===== src/rtl/seg7_scan2_if.sv =====
// Bundle between the BCD counter and the two-digit 7-segment driver.
// The display side (seg7_scan2) uses the slave modport.
interface seg7_scan2_if;
  logic [7:0] bcd_in;
  logic [6:0] seg;
  logic [1:0] an;
  logic       err;

  modport master (
    output bcd_in,
    input  seg,
    input  an,
    input  err
  );

  modport slave (
    input  bcd_in,
    output seg,
    output an,
    output err
  );
endinterface


===== src/rtl/seg7_scan2.sv =====
// Two-digit multiplexed 7-segment driver with per-frame BCD snapshot.
// Optional leading-zero blanking of the tens digit: define SEG7_LZB_EN.
module seg7_scan2 #(
  parameter int SCAN_DIV = 4
) (
  input  logic        clk,
  input  logic        reset,
  seg7_scan2_if.slave bus
);

  localparam int CNT_W = (SCAN_DIV > 1) ? $clog2(SCAN_DIV) : 1;
  localparam logic [CNT_W-1:0] CNT_LAST = CNT_W'(SCAN_DIV - 1);

  typedef enum logic {
    DIG0 = 1'b0,
    DIG1 = 1'b1
  } state_t;

  logic [CNT_W-1:0] cnt_p0, cnt_nxt;
  state_t           state_p0, state_nxt;
  logic [7:0]       snap_p0, snap_nxt;
  logic             tick;

  logic [6:0] seg_d, seg_p1;
  logic [1:0] an_d, an_p1;
  logic       err_d, err_p1;

  function automatic logic [6:0] dec(input logic [3:0] nib);
    case (nib)
      4'd0:    dec = 7'h3F;
      4'd1:    dec = 7'h06;
      4'd2:    dec = 7'h5B;
      4'd3:    dec = 7'h4F;
      4'd4:    dec = 7'h66;
      4'd5:    dec = 7'h6D;
      4'd6:    dec = 7'h7D;
      4'd7:    dec = 7'h07;
      4'd8:    dec = 7'h7F;
      4'd9:    dec = 7'h6F;
      default: dec = 7'h40;
    endcase
  endfunction

  function automatic logic bad(input logic [3:0] nib);
    bad = (nib > 4'd9);
  endfunction

  // Stage p0: prescaler, digit state and frame snapshot
  always_ff @(posedge clk or posedge reset) begin
    if (reset) begin
      cnt_p0   <= '0;
      state_p0 <= DIG0;
      snap_p0  <= 8'h00;
    end else begin
      cnt_p0   <= cnt_nxt;
      state_p0 <= state_nxt;
      snap_p0  <= snap_nxt;
    end
  end

  // Snapshot only on the tens->ones wrap so a frame never mixes two inputs.
  always_comb begin
    tick      = (cnt_p0 == CNT_LAST);
    cnt_nxt   = cnt_p0 + CNT_W'(1);
    state_nxt = state_p0;
    snap_nxt  = snap_p0;
    if (tick) begin
      cnt_nxt   = '0;
      state_nxt = (state_p0 == DIG0) ? DIG1 : DIG0;
      if (state_p0 == DIG1) begin
        snap_nxt = bus.bcd_in;
      end
    end
  end

  always_comb begin
    err_d = bad(snap_p0[3:0]) | bad(snap_p0[7:4]);
    an_d  = 2'b01;
    seg_d = dec(snap_p0[3:0]);
    if (state_p0 == DIG1) begin
      an_d  = 2'b10;
      seg_d = dec(snap_p0[7:4]);
`ifdef SEG7_LZB_EN
      if (snap_p0[7:4] == 4'd0) begin
        an_d  = 2'b00;
        seg_d = 7'h00;
      end
`endif
    end
  end

  // Stage p1: registered display outputs, one cycle behind the scan state
  always_ff @(posedge clk or posedge reset) begin
    if (reset) begin
      seg_p1 <= 7'h00;
      an_p1  <= 2'b00;
      err_p1 <= 1'b0;
    end else begin
      seg_p1 <= seg_d;
      an_p1  <= an_d;
      err_p1 <= err_d;
    end
  end

  assign bus.seg = seg_p1;
  assign bus.an  = an_p1;
  assign bus.err = err_p1;

  an_never_both: assert property (@(posedge clk) disable iff (reset) bus.an != 2'b11);

endmodule


===== src/flat_wrapper.sv =====
// flat-port wrapper written by rule: the top's interface ports become plain ports
module seg7_scan2_flat 
#(
  parameter int SCAN_DIV = 4
)
  (clk, reset, bus_bcd_in, bus_seg, bus_an, bus_err);
  seg7_scan2_if bus_i ();
  input  logic clk;
  input  logic reset;
  input wire logic [$bits(bus_i.bcd_in)-1:0] bus_bcd_in;
  output wire logic [$bits(bus_i.seg)-1:0] bus_seg;
  output wire logic [$bits(bus_i.an)-1:0] bus_an;
  output wire logic [$bits(bus_i.err)-1:0] bus_err;
  assign bus_i.bcd_in = bus_bcd_in;
  assign bus_seg = bus_i.seg;
  assign bus_an = bus_i.an;
  assign bus_err = bus_i.err;
  seg7_scan2 #(.SCAN_DIV(SCAN_DIV)) u_core (.clk(clk), .reset(reset), .bus(bus_i));
endmodule

===== config.mk =====
export PLATFORM = sky130hd
export DESIGN_NAME = seg7_scan2_flat
export DESIGN_NICKNAME = d
export VERILOG_FILES = /design/src/rtl/seg7_scan2_if.sv /design/src/rtl/seg7_scan2.sv /design/src/flat_wrapper.sv
export SDC_FILE = /design/constraint.sdc
export NUM_CORES = 1
export LEC_CHECK = 0
export ABC_AREA = 1
export BUFFER_PORTS_ARGS = -buffer_cell sky130_fd_sc_hd__buf_2
export CELL_PAD_IN_SITES_DETAIL_PLACEMENT = 0
export CELL_PAD_IN_SITES_GLOBAL_PLACEMENT = 1
export CORE_MARGIN = 10
export CORE_UTILIZATION = 40
export DETAILED_ROUTE_END_ITERATION = 8
export PLACE_DENSITY_LB_ADDON = 0.1
export SKIP_CTS_REPAIR_TIMING = 1
export SYNTH_ARGS = -nofsm -noshare
export SYNTH_HDL_FRONTEND = slang
export SYNTH_SLANG_ARGS = --single-unit

===== constraint.sdc =====
create_clock -name clk -period 1.8 [get_ports clk]
set_input_delay 0.09 -clock clk [delete_from_list [all_inputs] [get_ports clk]]
set_output_delay 0.09 -clock clk [all_outputs]
set_load 0.1 [all_outputs]

==> impl_results.md, run 1 <==
* Status: finished clean
* Post-synth cell types at 16
* Drt pass-1 iters at 2
* Largest net degree at the start of global routing at 22
* Ant. Diodes at 0
* Setup TNS Final at 0 ns
* Cells after Synth at 137
* Via count at ~900
* Commonest non-fill, non-tap cell in the layout: nand2_1
* Crit path required time at around 2.0 ns
* Area leader, netlist: dfrtp_1
* Num rows at 19
* Total CTS buffers at 3
* Area contributors post-synth: dfrtp_1 (44%), ha_1 (16%), nand2_1 (14%), a21oi_2 (6.7%), inv_1 (5.7%)
* Final nets at about 190
* Overflow after GRT at 0
* Design Power at just under 1 mW
* Reg2reg setup slack at 0.46 ns
* Reg-to-Reg End: u_core.bus.seg[3]
* Hold crit path type: input pin to flop
* CTS clock-pin slew for the worst setup and hold paths at 0.12 ns
* Yosys warns at 0
* Fraction of final layout cells sized beyond drive strength 1 at 0.228
* DIE AREA at ~5500 sq um
* Core area at ~2800 sq um
* Initial antenna violation count at 0
* Power Density at between 600 and 700 nW/um^2
* Post-synthesis cell area at approximately 1200 sq um
* Final Wtd Congestion at 0.846
* Post-detail-place hpwl at roughly 1700 microns
* Most frequent cells in the layout: nand2_1 (43), dfrtp_1 (21), buf_2 (19)
* Chip height at 74.4 microns
* Clock root buffer: clkbuf_4
* Vias per inst at approximately 4.5
* Clk sink count at 21
* Unrepaired setup endpoints after global routing: no
* Filler cells at roughly 280
* Die X at 74.4 microns
* Seq/Total Area, Yosys at 0.444
* Area of the multi-input gates at about 580 sq um
* CP Data Arrival Time at around 1.5 ns
* Overall routed net length at 2180 microns
* Final ANT Viol Nets at 0
* Initial Util at 0.426
* CP Max Fanout at 6
* Layout Skew at between 0.01 and 0.015 ns
* Synth-to-layout area growth at 19.2%
* Hold path endpoint: u_core.snap_p0[6]
* Peak Freq at around 750 MHz
* I/O pin cnt at 20
* H-tree Lvls at 1
* Flops & latches, synth at 21
* CP Capture Type: flop
* CTS tree: built
* Register area at approximately 530 sq um
* CP startpoint kind: flop
* Final setup vio count at 0
* Hold path depth at 3
* Min-delay src: bus_bcd_in[6]
* First-pass GRT wire length at 3740 microns
* Top cell type's share of synthesized area at 0.444
* Worst R2R Path Depth at 8
* DR iter-0 viols at 9
* Reg2reg start: u_core.snap_p0[1]
* Crit path kind: flop to flop
* Gr usage total at 0.0853
* Max-slew violations at 0
* Number of max-cap violations at 0
* Static Leakage at approximately 0.8 nW
* Synth Net Count at 162
* Actual transition at the worst max-transition pin at a little under 0.5 ns
* WL/cell at between 10 and 15 microns
* Fin. Hold Viols at 0
* Avg Cell Area, Syn at around 8.6 sq um
* DR DRC count at 0
* Clock Latency Late Sink at around 0.30 ns
* Final Cycle Share at 0.743
* Clock buffer depth at 2
* Final min period at approximately 1.3 ns
* I/O Buffers at 19
* Vias in the first global route at between 800 and 900
* Peak supply drop at ~0.00057 V
* Rel. slew slack at 0.676
==> final cells by class <==
class | count | share of cell area
tap | 31 | 0.0275
inverter | 19 | 0.0505
sequential | 21 | 0.372
multi-input combinational | 96 | 0.408
clock inverter | 1 | 0.00355
clock buffer | 3 | 0.0160
timing repair buffer | 27 | 0.122
==> flip-flops by register name, indices dropped and copies added (netlist names) <==
register         flops
u_core.bus.an        2
u_core.bus.err       1
u_core.bus.seg       7
u_core.cnt_p0        2
u_core.snap_p0       8
u_core.state_p0      1
==> through the flow <==
step           instance area, sq um  hold WS, ns  instances  setup slack [ns]  utilization
2_1_floorplan                  1180       0.0665        137             0.601            -
3_3_place_gp                   1310        0.130        187             0.465        0.472
3_5_place_dp                   1310        0.135        187             0.483        0.472
4_1_cts                        1340       -0.210        191             0.450        0.482
5_1_grt                        1410      0.00189        198             0.321        0.507
6_report                       1410       0.0203        198             0.462        0.507
==> logic make-up (layout without fill, tap and decap cells) <==
family                   Yosys count  after routing  share of synthesized area
AO/OA/AOI/OAI                     13             13                     0.0856
adder cells (fa/ha/maj)           15             15                      0.159
buffers and inverters             20             50                     0.0698
AND/OR/NAND/NOR                   67             67                      0.235
XOR/XNOR                           1              1                    0.00740
flip-flops                        21             21                      0.444
==> metal layers <==
| layer | part of all wire | track usage | up-vias |
|---|---|---|---|
| met3 | 0.071 | 0.0426 | 2 |
| met5 | 0 | 0 | - |
| li1 | - | - | 478 |
| met2 | 0.44 | 0.128 | 19 |
| met1 | 0.48 | 0.103 | 397 |
| met4 | 0.0064 | 0.0305 | 0 |
==> critical path, cell delays in order, from the launching register on <==
cell,delay [ns]
dfrtp_1,0.45
inv_1,0.18
ha_1,0.26
nand2_1,0.09
nand2_1,0.06
nand2_1,0.05
nand2_1,0.05
nand2_1,0.06
inv_1,0.03
==> synthesized netlist by cell type <==
cell type,count
nand2_1,43
dfrtp_1,21
inv_1,18
ha_1,15
nor2_1,13
a21oi_2,9
nand3_1,5
nor2_2,3
nand4_1,2
o21ai_0,2
a21oi_1,1
buf_6,1
inv_2,1
nand2_4,1
o21a_1,1
xor2_1,1
==> how the worst max path moves through the flow <==
stage                     cells past startpoint  slack [ns]                end         startpoint
after global placement                        8        0.46  u_core.bus.seg[3]  u_core.snap_p0[1]
final                                         8        0.46  u_core.bus.seg[3]  u_core.snap_p0[1]
after CTS                                     8        0.45  u_core.bus.seg[3]  u_core.snap_p0[1]
after global routing                          8        0.32  u_core.bus.seg[3]  u_core.snap_p0[5]
after floorplan                               8        0.60  u_core.bus.seg[3]  u_core.snap_p0[5]
after detailed placement                      8        0.48  u_core.bus.seg[3]  u_core.snap_p0[1]
==> where the power goes <==
part | internal [mW] | switching (mW) | total, mW | leakage, nW
registers | 0.495 | 0.0144 | 0.509 | 0.248
logic | 0.0598 | 0.186 | 0.246 | 0.527
clock network | 0.0828 | 0.136 | 0.219 | 0.0177
total | 0.638 | 0.337 | 0.974 | 0.793
(Power assumes the default switching activity.)
==> run 2, diff against run 1 <==
Clock period 1.8 ns to 1.25 ns, I/O delays scaled along.
==> run 2 against run 1 <==
  * The run now ends with hold timing left
  * Global-route usage is 0.36 points higher
  * Worst hold slack worse by 0.038 ns
  * Highest routed layer unchanged
  * Sequential share of layout area down 2.8 points
  * Sequential power rose by 43%
  * First-iteration DRC count rose to 4.3 times the previous value
  * Clock skew is 0.011 ns lower
  * Critical path type unchanged
==> impl_results.md, run 2 (synthesis gave the netlist of run 1 again) <==
* Status: finished, violations left
* Failing checks: hold timing
* Rel. slew slack at 0.673
* I/O pin cnt at 20
* Initial Util at 0.426
* Combinational power share at 0.277
* CP Capture Type: flop
* CTS clock-pin slew for the worst setup and hold paths at approximately 0.11 ns
* Power Density at a little under 1000 nW/um^2
* Clock buffer depth at 2
* Core area at 2780 sq um
* Most frequent cells in the layout: nand2_1 (40), dfrtp_1 (21), buf_2 (19)
* Critical path origin: u_core.snap_p0[4]
* Filler cells at about 270
* Die X at about 74 microns
* Initial antenna violation count at 0
* NetSw at ~0.52 mW
* Final Wtd Congestion at 0.817
* Clk pwr share at 0.227
* Synth-to-layout area growth at 29.1%
* Post-Place Setup Slack at approximately 0.052 ns
* Static Leakage at 0.833 nW
* Chip height at roughly 74 microns
* Overall routed net length at roughly 2500 microns
* Final nets at 203
* Seq pwr share at 0.497
* Final Cycle Share at 0.974
* Gr usage total at 0.0889
* Actual transition at the worst max-transition pin at a little under 0.5 ns
* Placed cells at 195
* Max reg flops at 8
* Via count at around 980
* CP Data Arrival Time at around 1.4 ns
* Util after Layout at 0.549
* Worst R2R Path Depth at 6
* Peak supply drop at around 0.00084 V
* DR DRC count at 0
* Met2 wire len at roughly 1100 microns
* Clock Latency Late Sink at between 0.3 and 0.4 ns
* Number of max-cap violations at 0
* Largest net degree at the start of global routing at 22
* Crit path required time at 1.45 ns
* Min Hold Slack at -0.0178 ns
* Reg2reg start: u_core.snap_p0[4]
* H-tree Lvls at 1
* Area of the multi-input gates at roughly 620 sq um
* Final min period at 1.22 ns
* Clk sink count at 21
* WL/cell at between 10 and 15 microns
* Layout Skew at 0.000925 ns
* CP startpoint kind: flop
* Met1 WL at 1050 microns
* Crit path kind: flop to flop
* Reg2reg setup slack at ~0.032 ns
* Highest metal used: met4
* Register area at around 530 sq um
* Fraction of final layout cells sized beyond drive strength 1 at 0.345
* I/O Buffers at 19
* Finished Layout Cells at ~210
* Vias per inst at around 4.7
* Sw Ratio at 0.351
* Overflow after GRT at 0
* Peak Freq at ~820 MHz
* Hold path depth at 3
* Ant. Diodes at 0
* Reg-to-Reg End: u_core.bus.seg[4]
* Fin. Hold Viols at 3
* Post-detail-place hpwl at 1900 microns
* Total CTS buffers at 3
* Final ANT Viol Nets at 0
* Setup ws final at 0.0324 ns
* First-pass GRT wire length at ~3900 microns
* CTS tree: built
* Max-slew violations at 0
* Most flops, register: u_core.snap_p0
* DIE AREA at about 5500 sq um
* P_int at roughly 0.95 mW
* Vias in the first global route at 882
* Unrepaired setup endpoints after global routing: yes
* CP Max Fanout at 4
* Drt pass-1 iters at 4
* Clock root buffer: clkbuf_4
* Commonest non-fill, non-tap cell in the layout: nand2_1
* Met3 wire len at 236 microns
* DR iter-0 viols at 39
* Num rows at 19
* Hold crit path type: input pin to flop
* Worst Setup EP: u_core.bus.seg[4]
* Setup TNS Final at 0 ns
* Final setup vio count at 0
==> run 2: cell type report <==
| type | count | share of cell area |
|---|---|---|
| inverters | 19 | 0.0467 |
| repair buffers | 37 | 0.164 |
| clock buffers | 4 | 0.0172 |
| flip-flops and latches | 21 | 0.344 |
| multi-input cells | 96 | 0.403 |
| well taps | 31 | 0.0254 |
==> run 2: critical path, stage by stage, from the launching register on <==
cell     delay [ns]
dfrtp_1        0.39
inv_2          0.08
buf_4          0.14
ha_1           0.19
nand2_1        0.08
nand2_2        0.05
o21a_1         0.19
==> run 2: power groups by stage <==
stage / Clock [mW] / Sequential (mW) / Combinational, mW
global route: 0.365 / 0.736 / 0.441
floorplan: 0 / 0.906 / 0.111
detailed placement: 0 / 0.742 / 0.371
CTS: 0.344 / 0.728 / 0.373
finish: 0.333 / 0.730 / 0.407
global placement: 0 / 0.741 / 0.367
==> run 2: per-layer routing <==
layer  up-vias  track usage
met3         5       0.0293
met5         -            0
met2        32        0.131
met1       440        0.111
met4         0       0.0488
li1        501            -
==> run 2: worst min-delay path by stage <==
stage                        from           endpoint  slack [ns]
global route        bus_bcd_in[5]  u_core.snap_p0[5]       0.002
global placement            reset     u_core.bus.err        0.10
detailed placement          reset     u_core.bus.err        0.10
finish              bus_bcd_in[7]  u_core.snap_p0[7]       -0.02
floorplan                   reset   u_core.bus.an[0]        0.04
CTS                         reset  u_core.bus.seg[3]       -0.24
==> run 2: metrics by stage <==
stage | hold WS (ns) | total power [mW] | instance area (sq um)
after floorplan | 0.0390 | 1.02 | 1180
after global placement | 0.101 | 1.11 | 1370
after detailed placement | 0.103 | 1.11 | 1370
after CTS | -0.239 | 1.45 | 1400
after global routing | 0.00225 | 1.54 | 1530
final | -0.0178 | 1.47 | 1530
==> run 3, diff against run 2 <==
Settings changed: CORE_MARGIN 10 to default, CTS_BUF_LIST from default to sky130_fd_sc_hd__clkbuf_8, SKIP_LAST_GASP from default to 1.
==> run 3 against run 2 <==
  * The run now ends clean
  * Flip-flop and latch count did not move
  * Core utilization shrank 1.9 points
  * Worst hold slack better by 0.055 ns
  * Critical path depth increased by 2
  * Fmax increased by 3.4%
  * Count of clock-buffer cells in the layout down 1
  * Clock power up 30%
  * Die area down 43%
  * Setup slack improved by 0.040 ns
  * Largest cell class unchanged
==> impl_results.md, run 3 (synthesis gave the netlist of run 1 again) <==
* Clock buffer depth at 2
* Drt pass-1 iters at 4
* I/O pin cnt at 20
* Worst path depth at 8
* DR iter-0 viols at 6
* CP peak stage delay at roughly 0.4 ns
* Chip height at roughly 56 microns
* Final Cycle Share at 0.942
* CP Data Arrival Time at between 1 and 1.5 ns
* Ant. Diodes at 0
* CTS clock-pin slew for the worst setup and hold paths at roughly 0.080 ns
* Final Wtd Congestion at just over 0.8
* Min-delay src: bus_bcd_in[7]
* Clk sink count at 21
* DIE AREA at 3180 sq um
* Most frequent cells in the layout: nand2_1 (43), dfrtp_1 (21), buf_2 (19)
* Post-route cell area at around 1500 sq um
* Worst R2R Path Depth at 8
* Max-slew violations at 0
* First-pass GRT wire length at roughly 3800 microns
* Status: finished clean
* Peak supply drop at ~0.00076 V
* Fraction of final layout cells sized beyond drive strength 1 at 0.322
* Top delay family on crit path: flip-flops
* CP Max Fanout at 4
* CP Capture Type: flop
* Clock root buffer: clkbuf_8
* Rel. slew slack at 0.675
* Peak Freq at approximately 850 MHz
* Die X at around 56 microns
* Met3 wire len at approximately 71 microns
* Actual transition at the worst max-transition pin at 0.491 ns
* Area of the multi-input gates at ~600 sq um
* Largest net degree at the start of global routing at 22
* Initial antenna violation count at 0
* Filler cells at around 280
* Met1 WL at 1070 microns
* Crit path required time at between 1 and 1.5 ns
* DR DRC count at 0
* Max reg flops at 8
* Via count at 949
* Core area at 2780 sq um
* Finished Layout Cells at just over 200
* Initial Util at 0.426
* Synth-to-layout area growth at 24.6%
* Critical-path cell list: inv_2 -> ha_1 -> nand2_1 -> nand2_1 -> nand2_1 -> nand2_1 -> nand2_1 -> inv_1
* Crit path top cell by count: nand2_1
* Setup ws final at 0.0728 ns
* Post-detail-place hpwl at ~1700 microns
* Static Leakage at approximately 0.82 nW
* Clock Latency Late Sink at 0.25 ns
* Met2 wire len at between 1000 and 1500 microns
* Overall routed net length at ~2200 microns
* Unrepaired setup endpoints after global routing: yes
* Overflow after GRT at 0
* Vias per inst at 4.70
* Reg-to-Reg End: u_core.bus.seg[3]
* Hold crit path type: input pin to flop
* Total CTS buffers at 3
* CP max-delay cell: dfrtp_1
* Worst Path Buf+Inv at 2
* CP startpoint kind: flop
* Fin. Hold Viols at 0
* Commonest non-fill, non-tap cell in the layout: nand2_1
* Hold path depth at 3
* Register area at between 500 and 600 sq um
* Final ANT Viol Nets at 0
* Reg2reg start: u_core.snap_p0[1]
* Power Density at between 1000 and 1500 nW/um^2
* Hold path endpoint: u_core.snap_p0[7]
* Placed cell area at approximately 1400 sq um
* Number of max-cap violations at 0
* Layout Skew at ~0.0014 ns
* Final nets at around 200
* Setup TNS Final at 0 ns
* Vias in the first global route at ~860
* Critical path origin: u_core.snap_p0[1]
* I/O Buffers at 19
* H-tree Lvls at 1
* Reg2reg setup slack at around 0.073 ns
* Most flops, register: u_core.snap_p0
* Final setup vio count at 0
* Post-Place Setup Slack at 0.0481 ns
* Num rows at 19
* Highest metal used: met4
* WL/cell at 11.1 microns
* Crit path kind: flop to flop
* Gr usage total at 0.155
* Placed cells at slightly below 200
* Final min period at between 1 and 1.5 ns
* CTS tree: built
## run 3: changes by cell type in the layout (fill, tap and decap cells not counted), sizes merged
| cell | delta |
|---|---|
| dlygate4sd3 | -4 |
| buf | -2 |
| clkbuf | -1 |
| inv | +1 |
## run 3: worst max-delay path by stage
| stage | to |
|---|---|
| CTS | u_core.bus.seg[3] |
| detailed placement | u_core.bus.seg[3] |
| global route | u_core.bus.seg[3] |
| global placement | u_core.bus.seg[3] |
| finish | u_core.bus.seg[3] |
| floorplan | u_core.bus.seg[3] |
## run 3: metal layers
layer  global-route usage  vias up
met4               0.0627        0
met3               0.0276        2
met1                0.210      438
met2                0.247       22
li1                     -      487
met5                    0        -
## run 3: layout make-up
class	count	area share
clock buffer	3	0.0280
clock inverter	1	0.00254
inverter	19	0.0483
multi-input combinational	96	0.404
sequential	21	0.356
tap	31	0.0263
timing repair buffer	31	0.135
## run 3: report_power, final
part | internal [mW] | switching, mW
registers | 0.713 | 0.0186
logic | 0.100 | 0.282
clock network | 0.219 | 0.214
total | 1.03 | 0.515
## run 3: stage by stage
stage,hold slack (ns),total power [mW],util
6_report,0.0373,1.55,0.530
5_1_grt,0.0489,1.62,0.530
4_1_cts,-0.175,1.55,0.510
3_5_place_dp,0.103,1.11,0.494
3_3_place_gp,0.101,1.11,0.494
2_1_floorplan,0.0390,1.02,-
## run 3: tightest hold or removal path, cell delays in order
cell and delay, ns:
buf_2 0.08, nor2_2 0.03, a21oi_2 0.08
